**src/rtl/spi_master.sv**
```systemverilog
// SPI initiator: shifts 10-bit host commands out MSB first inside an SS_n frame.
// Read-data commands (type 2'b11) wait a turnaround, then capture one byte from MISO.
// Optional abort support is compiled in with `define SPI_MASTER_ABORT_EN.
//
// Ports:
//   clk, rst            - system/SPI clock, synchronous active-high reset
//   cmd_valid/cmd_ready - host command handshake
//   cmd_data[9:0]       - [9:8] type (00 wr addr, 01 wr data, 10 rd addr, 11 rd data),
//                         [7:0] payload
//   rsp_valid           - one-cycle pulse when rsp_data has a new byte
//   rsp_data[7:0]       - last byte read from MISO
//   busy                - high from frame start through the idle gap
//   SS_n, MOSI, MISO    - SPI bus
//   abort, abort_done   - (SPI_MASTER_ABORT_EN only) cut the frame short / ack pulse
module spi_master #(
    parameter int IDLE_GAP    = 1,
    parameter int TURN_CYCLES = 1
) (
    input  logic       clk,
    input  logic       rst,
    input  logic       cmd_valid,
    output logic       cmd_ready,
    input  logic [9:0] cmd_data,
    output logic       rsp_valid,
    output logic [7:0] rsp_data,
    output logic       busy,
    output logic       SS_n,
    output logic       MOSI,
    input  logic       MISO
`ifdef SPI_MASTER_ABORT_EN
    ,
    input  logic       abort,
    output logic       abort_done
`endif
);

    typedef enum logic [2:0] {
        IDLE,
        START,
        SHIFT,
        TURN,
        RECV,
        GAP
    } state_t;

    localparam int WMAX = (IDLE_GAP > TURN_CYCLES) ? IDLE_GAP : TURN_CYCLES;
    localparam int WW   = (WMAX < 2) ? 1 : $clog2(WMAX);

    localparam logic [WW-1:0] TURN_LAST = WW'(TURN_CYCLES - 1);
    localparam logic [WW-1:0] GAP_LAST  = WW'(IDLE_GAP - 1);

    state_t        state;
    state_t        state_n;
    logic [3:0]    bit_cnt;
    logic [3:0]    bit_cnt_n;
    logic [WW-1:0] wait_cnt;
    logic [WW-1:0] wait_cnt_n;
    logic [9:0]    tx;
    logic [9:0]    tx_n;
    logic          rd_frame;
    logic          rd_frame_n;
    logic [7:0]    rx;
    logic [7:0]    rx_n;
    logic          rsp_hit;
    logic          abort_hit;
    logic          mosi_n;
    logic          frame_n;

    always_comb begin
        state_n    = state;
        bit_cnt_n  = bit_cnt;
        wait_cnt_n = wait_cnt;
        tx_n       = tx;
        rd_frame_n = rd_frame;
        rx_n       = rx;
        rsp_hit    = 1'b0;
        abort_hit  = 1'b0;

        unique case (state)
            IDLE: begin
                if (cmd_valid && cmd_ready) begin
                    tx_n       = cmd_data;
                    rd_frame_n = (cmd_data[9:8] == 2'b11);
                    bit_cnt_n  = 4'd0;
                    state_n    = START;
                end
            end
            START: begin
                // START repeats bit 9 (slave command-check cycle);
                // SHIFT then walks bit 9 down to bit 0.
                tx_n      = {tx[8:0], 1'b0};
                bit_cnt_n = 4'd0;
                state_n   = SHIFT;
            end
            SHIFT: begin
                tx_n = {tx[8:0], 1'b0};
                if (bit_cnt == 4'd9) begin
                    bit_cnt_n  = 4'd0;
                    wait_cnt_n = '0;
                    state_n    = rd_frame ? TURN : GAP;
                end else begin
                    bit_cnt_n = bit_cnt + 4'd1;
                end
            end
            TURN: begin
                if (wait_cnt == TURN_LAST) begin
                    wait_cnt_n = '0;
                    bit_cnt_n  = 4'd0;
                    state_n    = RECV;
                end else begin
                    wait_cnt_n = wait_cnt + 1'b1;
                end
            end
            RECV: begin
                rx_n = {rx[6:0], MISO};
                if (bit_cnt == 4'd7) begin
                    bit_cnt_n  = 4'd0;
                    wait_cnt_n = '0;
                    rsp_hit    = 1'b1;
                    state_n    = GAP;
                end else begin
                    bit_cnt_n = bit_cnt + 4'd1;
                end
            end
            GAP: begin
                if (wait_cnt == GAP_LAST) begin
                    wait_cnt_n = '0;
                    state_n    = IDLE;
                end else begin
                    wait_cnt_n = wait_cnt + 1'b1;
                end
            end
            default: begin
                state_n = IDLE;
            end
        endcase

`ifdef SPI_MASTER_ABORT_EN
        if (abort && (state inside {START, SHIFT, TURN, RECV})) begin
            state_n    = GAP;
            wait_cnt_n = '0;
            bit_cnt_n  = 4'd0;
            rsp_hit    = 1'b0;
            abort_hit  = 1'b1;
        end
`endif

        // Outputs are registered, so they are derived from the next state.
        frame_n = (state_n inside {START, SHIFT, TURN, RECV});
        mosi_n  = 1'b0;
        if (state_n == START) begin
            mosi_n = tx_n[9];
        end else if (state_n == SHIFT) begin
            mosi_n = tx[9];
        end
    end

    always_ff @(posedge clk) begin
        if (rst) begin
            state     <= IDLE;
            bit_cnt   <= 4'd0;
            wait_cnt  <= '0;
            tx        <= 10'd0;
            rd_frame  <= 1'b0;
            rx        <= 8'd0;
            SS_n      <= 1'b1;
            MOSI      <= 1'b0;
            cmd_ready <= 1'b1;
            busy      <= 1'b0;
            rsp_valid <= 1'b0;
            rsp_data  <= 8'd0;
        end else begin
            state     <= state_n;
            bit_cnt   <= bit_cnt_n;
            wait_cnt  <= wait_cnt_n;
            tx        <= tx_n;
            rd_frame  <= rd_frame_n;
            rx        <= rx_n;
            SS_n      <= ~frame_n;
            MOSI      <= mosi_n;
            cmd_ready <= (state_n == IDLE);
            busy      <= (state_n != IDLE);
            rsp_valid <= rsp_hit;
            if (rsp_hit) begin
                rsp_data <= rx_n;
            end
        end
    end

`ifdef SPI_MASTER_ABORT_EN
    always_ff @(posedge clk) begin
        if (rst) begin
            abort_done <= 1'b0;
        end else begin
            abort_done <= abort_hit;
        end
    end
`else
    logic unused_abort;
    assign unused_abort = abort_hit;
`endif

endmodule
```
**config.mk**
```make
export PLATFORM = sky130hd
export DESIGN_NAME = spi_master
export DESIGN_NICKNAME = d
export VERILOG_FILES = /design/src/rtl/spi_master.sv
export SDC_FILE = /design/constraint.sdc
export NUM_CORES = 1
export LEC_CHECK = 0
export CAP_MARGIN = 20
export CORE_MARGIN = 1.5
export CORE_UTILIZATION = 23
export CTS_CLUSTER_SIZE = 40
export DETAILED_ROUTE_END_ITERATION = 16
export SYNTH_ARGS = -nofsm -noshare
export SYNTH_HDL_FRONTEND = slang
export SYNTH_SLANG_ARGS = --single-unit
```
**constraint.sdc**
```tcl
create_clock -name clk -period 3 [get_ports clk]
set_input_delay 0.6 -clock clk [delete_from_list [all_inputs] [get_ports clk]]
set_output_delay 0.6 -clock clk [all_outputs]
set_load 0.1 [all_outputs]
```
==> summary.md, run 1 <==
| Metric | Value |
|---|---|
| CP max stage cell | nor3b_4 |
| Unrepaired setup endpoints after global routing | no |
| Starting density of the core | 24.0% |
| Worst path depth | 5 |
| Crit Path Class | in2reg |
| Die Y | 87.4 µm |
| Power Dens Cells | 590 nW/µm² |
| Hold buffers post-CTS | 0 |
| Post-CTS resize count | 0 |
| CTS sink cnt | 38 |
| R2R Setup Slk | 1.01 ns |
| Final Skew | 0.0100 ns |
| FF-to-FF Start | state[2] |
| Status | finished clean |
| Register-to-Register Path Depth | 4 |
| Vias in the first global route | 1,333 |
| Post-DRT Antenna Nets | 0 |
| Placement row count | 30 |
| Drt pass-1 iters | 4 |
| Reg2Reg Capture Point | rsp_data[6] |
| Share of layout cells above drive strength 1 | 14.7% |
| Gate family responsible for the most delay along the worst path | simple AND/OR/NAND/NOR gates |
| Period utilization | 66.5% |
| Worst-Skew Late Latency | 0.29 ns |
| CP Buf/Inv Count | 1 |
| Asr flop ratio synth | 0% |
| Root buffer cell | clkbuf_8 |
| Cell Count, Final, Fillers Out | 307 |
| Leak pwr | 0.000740 µW |
| Final #Nets | 226 |
| Flop pwr share | 44.5% |
| Crit Path Max Fanout | 14 |
| Post-synth top area share | 46.5% |
| Post-synth EDFFs | 0 |
| H-tree levels | 2 |
| Mean Syn Cell Area | 8.85 µm² |
| Die X | 87.4 µm |
| Max Clock Freq | 0.501 GHz |
| First-pass GRT wire length | 5730 µm |
| Max Slew Vio Count | 0 |
| Synth area leaders | dfxtp_1 46%, nand2_1 10%, a21oi_1 8.9% |
| Number of port buffers | 26 |
| GRT Overall Usage | 9.65% |
| Yosys warns | 0 |
| Longest Clk Path Bufs | 2 |
| WL/cell | 10.9 µm |
| Die Area | 7630 µm² |
| Critical-path cell list | clkdlybuf4s50_1 -> and2_1 -> nor3b_4 -> a222oi_1 -> o31ai_1 |
| DR vias/cell | 4.36 |
| Final setup vio count | 0 |
| MaxCap Viol Count | 0 |
| Vias | 1,340 |
| Combinational share of power | 13.4% |
| Critical path startpoint category | input port |
| Syn nets | 201 |
| Top FF cell, synth | dfxtp_1 |
| Switch Pwr | 299 µW |
| TNS Setup | 0 ns |
| Worst slew margin | 61.0% |
| Initial DRC Count | 54 |
| Worst-Margin Slew | 0.577 ns |
| Clock transition at path regs | 0.08 ns |
| CP Capture Point | MOSI |
| Sw Ratio | 24.6% |
| Clk pwr share | 42.2% |
| Initial antenna violation count | 0 |
| Crit path DAT | 2.20 ns |
| Mapped Cells | 185 |
| Worst VDD drop | 221 µV |
| Number of synthesized register bits | 38 |
| WHS | 0.456 ns |
| Minimum clock period | 2.00 ns |
| Final wirelength | 3340 µm |
| Crit end category | flip-flop |
| Final hold vios | 0 |
| Slowest stage delay, CP | 0.53 ns |
| Detailed Place HPWL | 2400 µm |
| IO Pins | 27 |
| CTS tree | built |
| Routability Congestion | 0.755 |
| Hold WC Path Type | reg2reg |
| GRT overflow | 0 |
| Unique masters post-synth | 43 |
| DP Cell Count | 299 |
| N_diodes | 0 |
| CP required | 3.20 ns |
| Cts bufs inserted | 5 |
| Cell taking the most area after synthesis | dfxtp_1 |
| P&R area growth vs syn | 26.1% |
| Critical path launch point | cmd_valid |
| Largest net degree at the start of global routing | 17 |
| Power, Total | 1220 µW |
| Sequential-to-total area share from yosys stat | 46.5% |
| Detailed-route DRC error count | 0 |
| Core ar. | 6830 µm² |
| Number of setup buffers added after CTS | 0 |
| Synthesized area | 1640 µm² |
| Int Pwr | 919 µW |
## worst reg2reg max path: stages (launching register included)
cell     delay [ns]
dfxtp_1        0.66
or3b_1         0.60
or2_1          0.44
nand2_1        0.12
a21oi_1        0.07
## cells in the final DEF, fill, tap and decap left out, drive strengths merged, types with 4 or more instances in the layout
cell and count:
dfxtp 38, clkdlybuf4s50 13, nor2 7, a22oi 10, nand2 44, nand2b 4, a21oi 30, clkbuf 5
buf 15
## per-layer routing
layer	track usage, %	up-vias	wire length (µm)
li1	-	696	-
met1	11.4	616	1570
met2	16.4	25	1610
met3	2.94	3	132
met4	3.46	0	22
met5	0	-	0
## metrics by stage
stage / util [%] / cell area (µm²) / setup slack (ns)
floorplan: - / 1640 / 1.07
global placement: 28.2 / 1930 / 0.729
detailed placement: 28.2 / 1930 / 0.708
CTS: 30.2 / 2060 / 0.977
global route: 30.2 / 2060 / 0.854
finish: 30.2 / 2060 / 1.00
## sequential cells by signal, indices dropped and copies added (netlist names)
signal     count
busy           1
SS_n           1
state          3
tx            10
bit_cnt        4
rx             7
rsp_valid      1
rd_frame       1
rsp_data       8
cmd_ready      1
MOSI           1
## power groups by stage
stage	sequential [µW]	clock [µW]	combinational (µW)
after floorplan	584	0	91.2
after global placement	554	0	163
after detailed placement	554	0	165
after CTS	542	538	165
after global routing	545	558	176
final	542	514	163
## cell usage after synthesis, types with 2 or more instances
master,count
a22oi_1,10
or3_1,2
nand2_1,44
clkbuf_1,4
nor3_1,3
a2111oi_0,2
nor2_1,6
ha_1,2
nand3_1,2
nand3b_1,2
a21oi_1,29
and3b_1,2
nor2b_1,2
buf_6,4
dfxtp_1,38
inv_1,3
nand2b_1,4
## final cells by class
class / instances / area (µm²)
Multi-Input combinational cell: 134 / 792
Tap cell: 96 / 120
Clock buffer: 5 / 68.8
Fill cell: 740 / 4770
Timing Repair Buffer: 28 / 243
Sequential cell: 38 / 761
Clock inverter: 3 / 68.8
Inverter: 3 / 11.3
## cell families (layout without fill, tap and decap cells)
kind of cell / count (synthesis) / count (layout) / share of synthesized area, %
AND/OR/NAND/NOR: 79 / 79 / 25.5
AO/OA/AOI/OAI: 53 / 53 / 21.3
flip-flops: 38 / 38 / 46.5
adder cells (fa/ha/maj): 2 / 2 / 1.53
buffers and inverters: 13 / 39 / 5.12
## worst min path at each step
stage | startpoint | cells past startpoint | slack (ns) | endpoint
2_1_floorplan | rx[6] | 2 | 0.43 | rsp_data[7]
4_1_cts | rsp_data[2] | 2 | 0.46 | rsp_data[2]
3_3_place_gp | rsp_data[1] | 2 | 0.45 | rsp_data[1]
3_5_place_dp | rsp_data[2] | 2 | 0.45 | rsp_data[2]
6_report | rx[6] | 2 | 0.46 | rsp_data[7]
5_1_grt | rsp_data[4] | 2 | 0.50 | rsp_data[4]
No activity file was read; power rests on OpenSTA's default activity.
==> run 2: changes to the inputs <==
- clock period: 3 -> 1.8 ns (I/O delays scaled with it)
==> summary.md, run 2 (synthesis results as in run 1) <==
| Metric | Value |
|---|---|
| Period utilization | 90.1% |
| Reg2Reg Capture Point | MOSI |
| Commonest non-fill, non-tap cell in the layout | nand2_1 |
| CP required | 2.01 ns (-1.19 ns) |
| Die Y | 87.4 µm (unchanged) |
| R2R Setup Slk | 0.18 ns (-0.83 ns) |
| Status | finished clean |
| IO Pins | 27 (unchanged) |
| H-tree levels | 2 (unchanged) |
| Placement row count | 30 (unchanged) |
| Routability Congestion | 0.786 (+4.1%) |
| Worst-Margin Slew | 0.390 ns (-0.186 ns) |
| Post-CTS resize count | 0 (unchanged) |
| Max Clock Freq | 0.616 GHz |
| Final Skew | 0.00185 ns (-0.00818 ns) |
| Share of layout cells above drive strength 1 | 18.2% (+3.5 points) |
| First-pass GRT wire length | 5820 µm (+1.6%) |
| Detailed Place HPWL | 2510 µm (+4.7%) |
| TNS Setup | 0 ns (unchanged) |
| Max Slew Vio Count | 0 (unchanged) |
| Longest Clk Path Bufs | 2 (unchanged) |
| Crit Path Max Fanout | 12 (-2) |
| P&R area growth vs syn | 38.7% |
| Post-DRT Antenna Nets | 0 (unchanged) |
| Hold Crit Start | rx[6] |
| Detailed-route DRC error count | 0 (unchanged) |
| Worst-Skew Late Latency | 0.29 ns (about the same) |
| Hold Path Depth | 2 (unchanged) |
| DR vias/cell | 4.47 (+2.3%) |
| Die X | 87.4 µm (unchanged) |
| Crit Path Class | reg2reg |
| GRT Overall Usage | 9.73% (+0.077 points) |
| Cts bufs inserted | 5 (unchanged) |
| Root buffer cell | clkbuf_8 |
| Top Layer Used | met4 |
| Clock transition at path regs | 0.07 ns (about the same) |
| Unrepaired setup endpoints after global routing | no |
| Vias in the first global route | 1,318 (-1.1%) |
| Starting density of the core | 24.0% (unchanged) |
| Largest regs | tx (10), rsp_data (8), rx (7) |
| Max FFs per register | 10 (unchanged) |
| Vias | 1,411 (+5.3%) |
| Most frequent cells in the layout | 44 x nand2_1, 37 x dfxtp_1, 29 x a21oi_1 |
| WHS | 0.464 ns (+0.00754 ns) |
| DP Cell Count | 308 (+3.0%) |
| Crit end category | flip-flop |
| Hold endpoint | rsp_data[7] |
| Power Dens Cells | 850 nW/µm² (+44%) |
| WL met2 | 1620 µm (+1.0%) |
| Leak pwr | 0.000811 µW (+9.7%) |
| Number of port buffers | 26 (unchanged) |
| Final #Nets | 235 (+4.0%) |
| CTS tree | built |
| Crit path DAT | 1.83 ns (-0.37 ns) |
| Initial DRC Count | 79 (+46%) |
| Die Area | 7630 µm² (unchanged) |
| Core ar. | 6830 µm² (unchanged) |
| CTS sink cnt | 38 (unchanged) |
| Hold buffers post-CTS | 0 (unchanged) |
| FF-to-FF Start | state[0] |
| Fillers | 721 (-2.6%) |
| Met3 Wirelength | 130 µm (-1.5%) |
| Hold WC Path Type | reg2reg |
| Post-Route M1 WL | 1640 µm (+4.4%) |
| Worst slew margin | 73.3% (+12 points) |
| N_diodes | 0 (unchanged) |
| Largest net degree at the start of global routing | 30 (+13) |
| Number of setup buffers added after CTS | 0 (unchanged) |
| Worst VDD drop | 257 µV (+16%) |
| Final wirelength | 3460 µm (+3.5%) |
| Biggest register | tx |
| Drt pass-1 iters | 4 (unchanged) |
| GRT overflow | 0 (unchanged) |
| Final setup vio count | 0 (unchanged) |
| Critical path startpoint category | flip-flop |
| Cell Count, Final, Fillers Out | 316 (+2.9%) |
| Register-to-Register Path Depth | 5 (+1) |
| WL/cell | 10.9 µm (+0.59%) |
| Minimum clock period | 1.62 ns |
| Final hold vios | 0 (unchanged) |
| Initial antenna violation count | 0 (unchanged) |
| MaxCap Viol Count | 0 (unchanged) |
run 2: changes by cell type in the layout (fill, tap and decap cells not counted):
| cell | change |
|---|---|
| a211oi_1 | -1 |
| clkinv_4 | -1 |
| a211oi_2 | +1 |
| bufinv_16 | -1 |
| buf_12 | +13 |
| dfxtp_1 | -1 |
| clkbuf_1 | +2 |
| dfxtp_2 | +1 |
| buf_4 | -4 |
run 2: layout make-up:
cell class | count | area, µm² | area share (%)
clock buffers | 7 | 76.3 | 3.36
inverters | 3 | 11.3 | 0.496
repair buffers | 37 | 473 | 20.8
multi-input cells | 134 | 797 | 35.1
flip-flops and latches | 38 | 762 | 33.6
clock inverters | 1 | 30.0 | 1.32
well taps | 96 | 120 | 5.29
run 2: worst max-delay path by stage:
stage | start | endpoint | slack [ns] | cells after the start
finish | state[0] | MOSI | 0.18 | 5
floorplan | cmd_ready | rd_frame | 0.20 | 5
global placement | cmd_valid | rd_frame | 0.03 | 6
CTS | bit_cnt[0] | MOSI | 0.11 | 6
detailed placement | cmd_valid | rd_frame | 0.02 | 6
global route | bit_cnt[1] | rsp_data[7] | 0.03 | 6
run 2: stage by stage:
stage | cell area, µm² | utilization, % | total power [µW] | setup slack [ns]
4_1_cts | 2260 | 33.2 | 1960 | 0.110
6_report | 2270 | 33.2 | 1930 | 0.178
2_1_floorplan | 1640 | - | 1130 | 0.202
5_1_grt | 2270 | 33.2 | 2010 | 0.0332
3_5_place_dp | 2160 | 31.6 | 1240 | 0.0198
3_3_place_gp | 2160 | 31.6 | 1240 | 0.0336
run 2: power breakdown:
group          switching, µW  internal (µW)  total [µW]
registers               31.5            876         908
clock network            293            415         708
logic                    176            138         314
total                    500           1430        1930
run 2: metal layers:
metal	up-vias	track usage, %
li1	714	-
met1	661	12.2
met2	29	15.4
met3	7	2.84
met4	0	4.33
met5	-	0
run 2: critical path, cell delays in order, from the launching register on:
cell,delay [ns]
dfxtp_1,0.44
or3b_1,0.45
buf_4,0.17
nor2_8,0.18
o32ai_1,0.12
o31ai_1,0.19
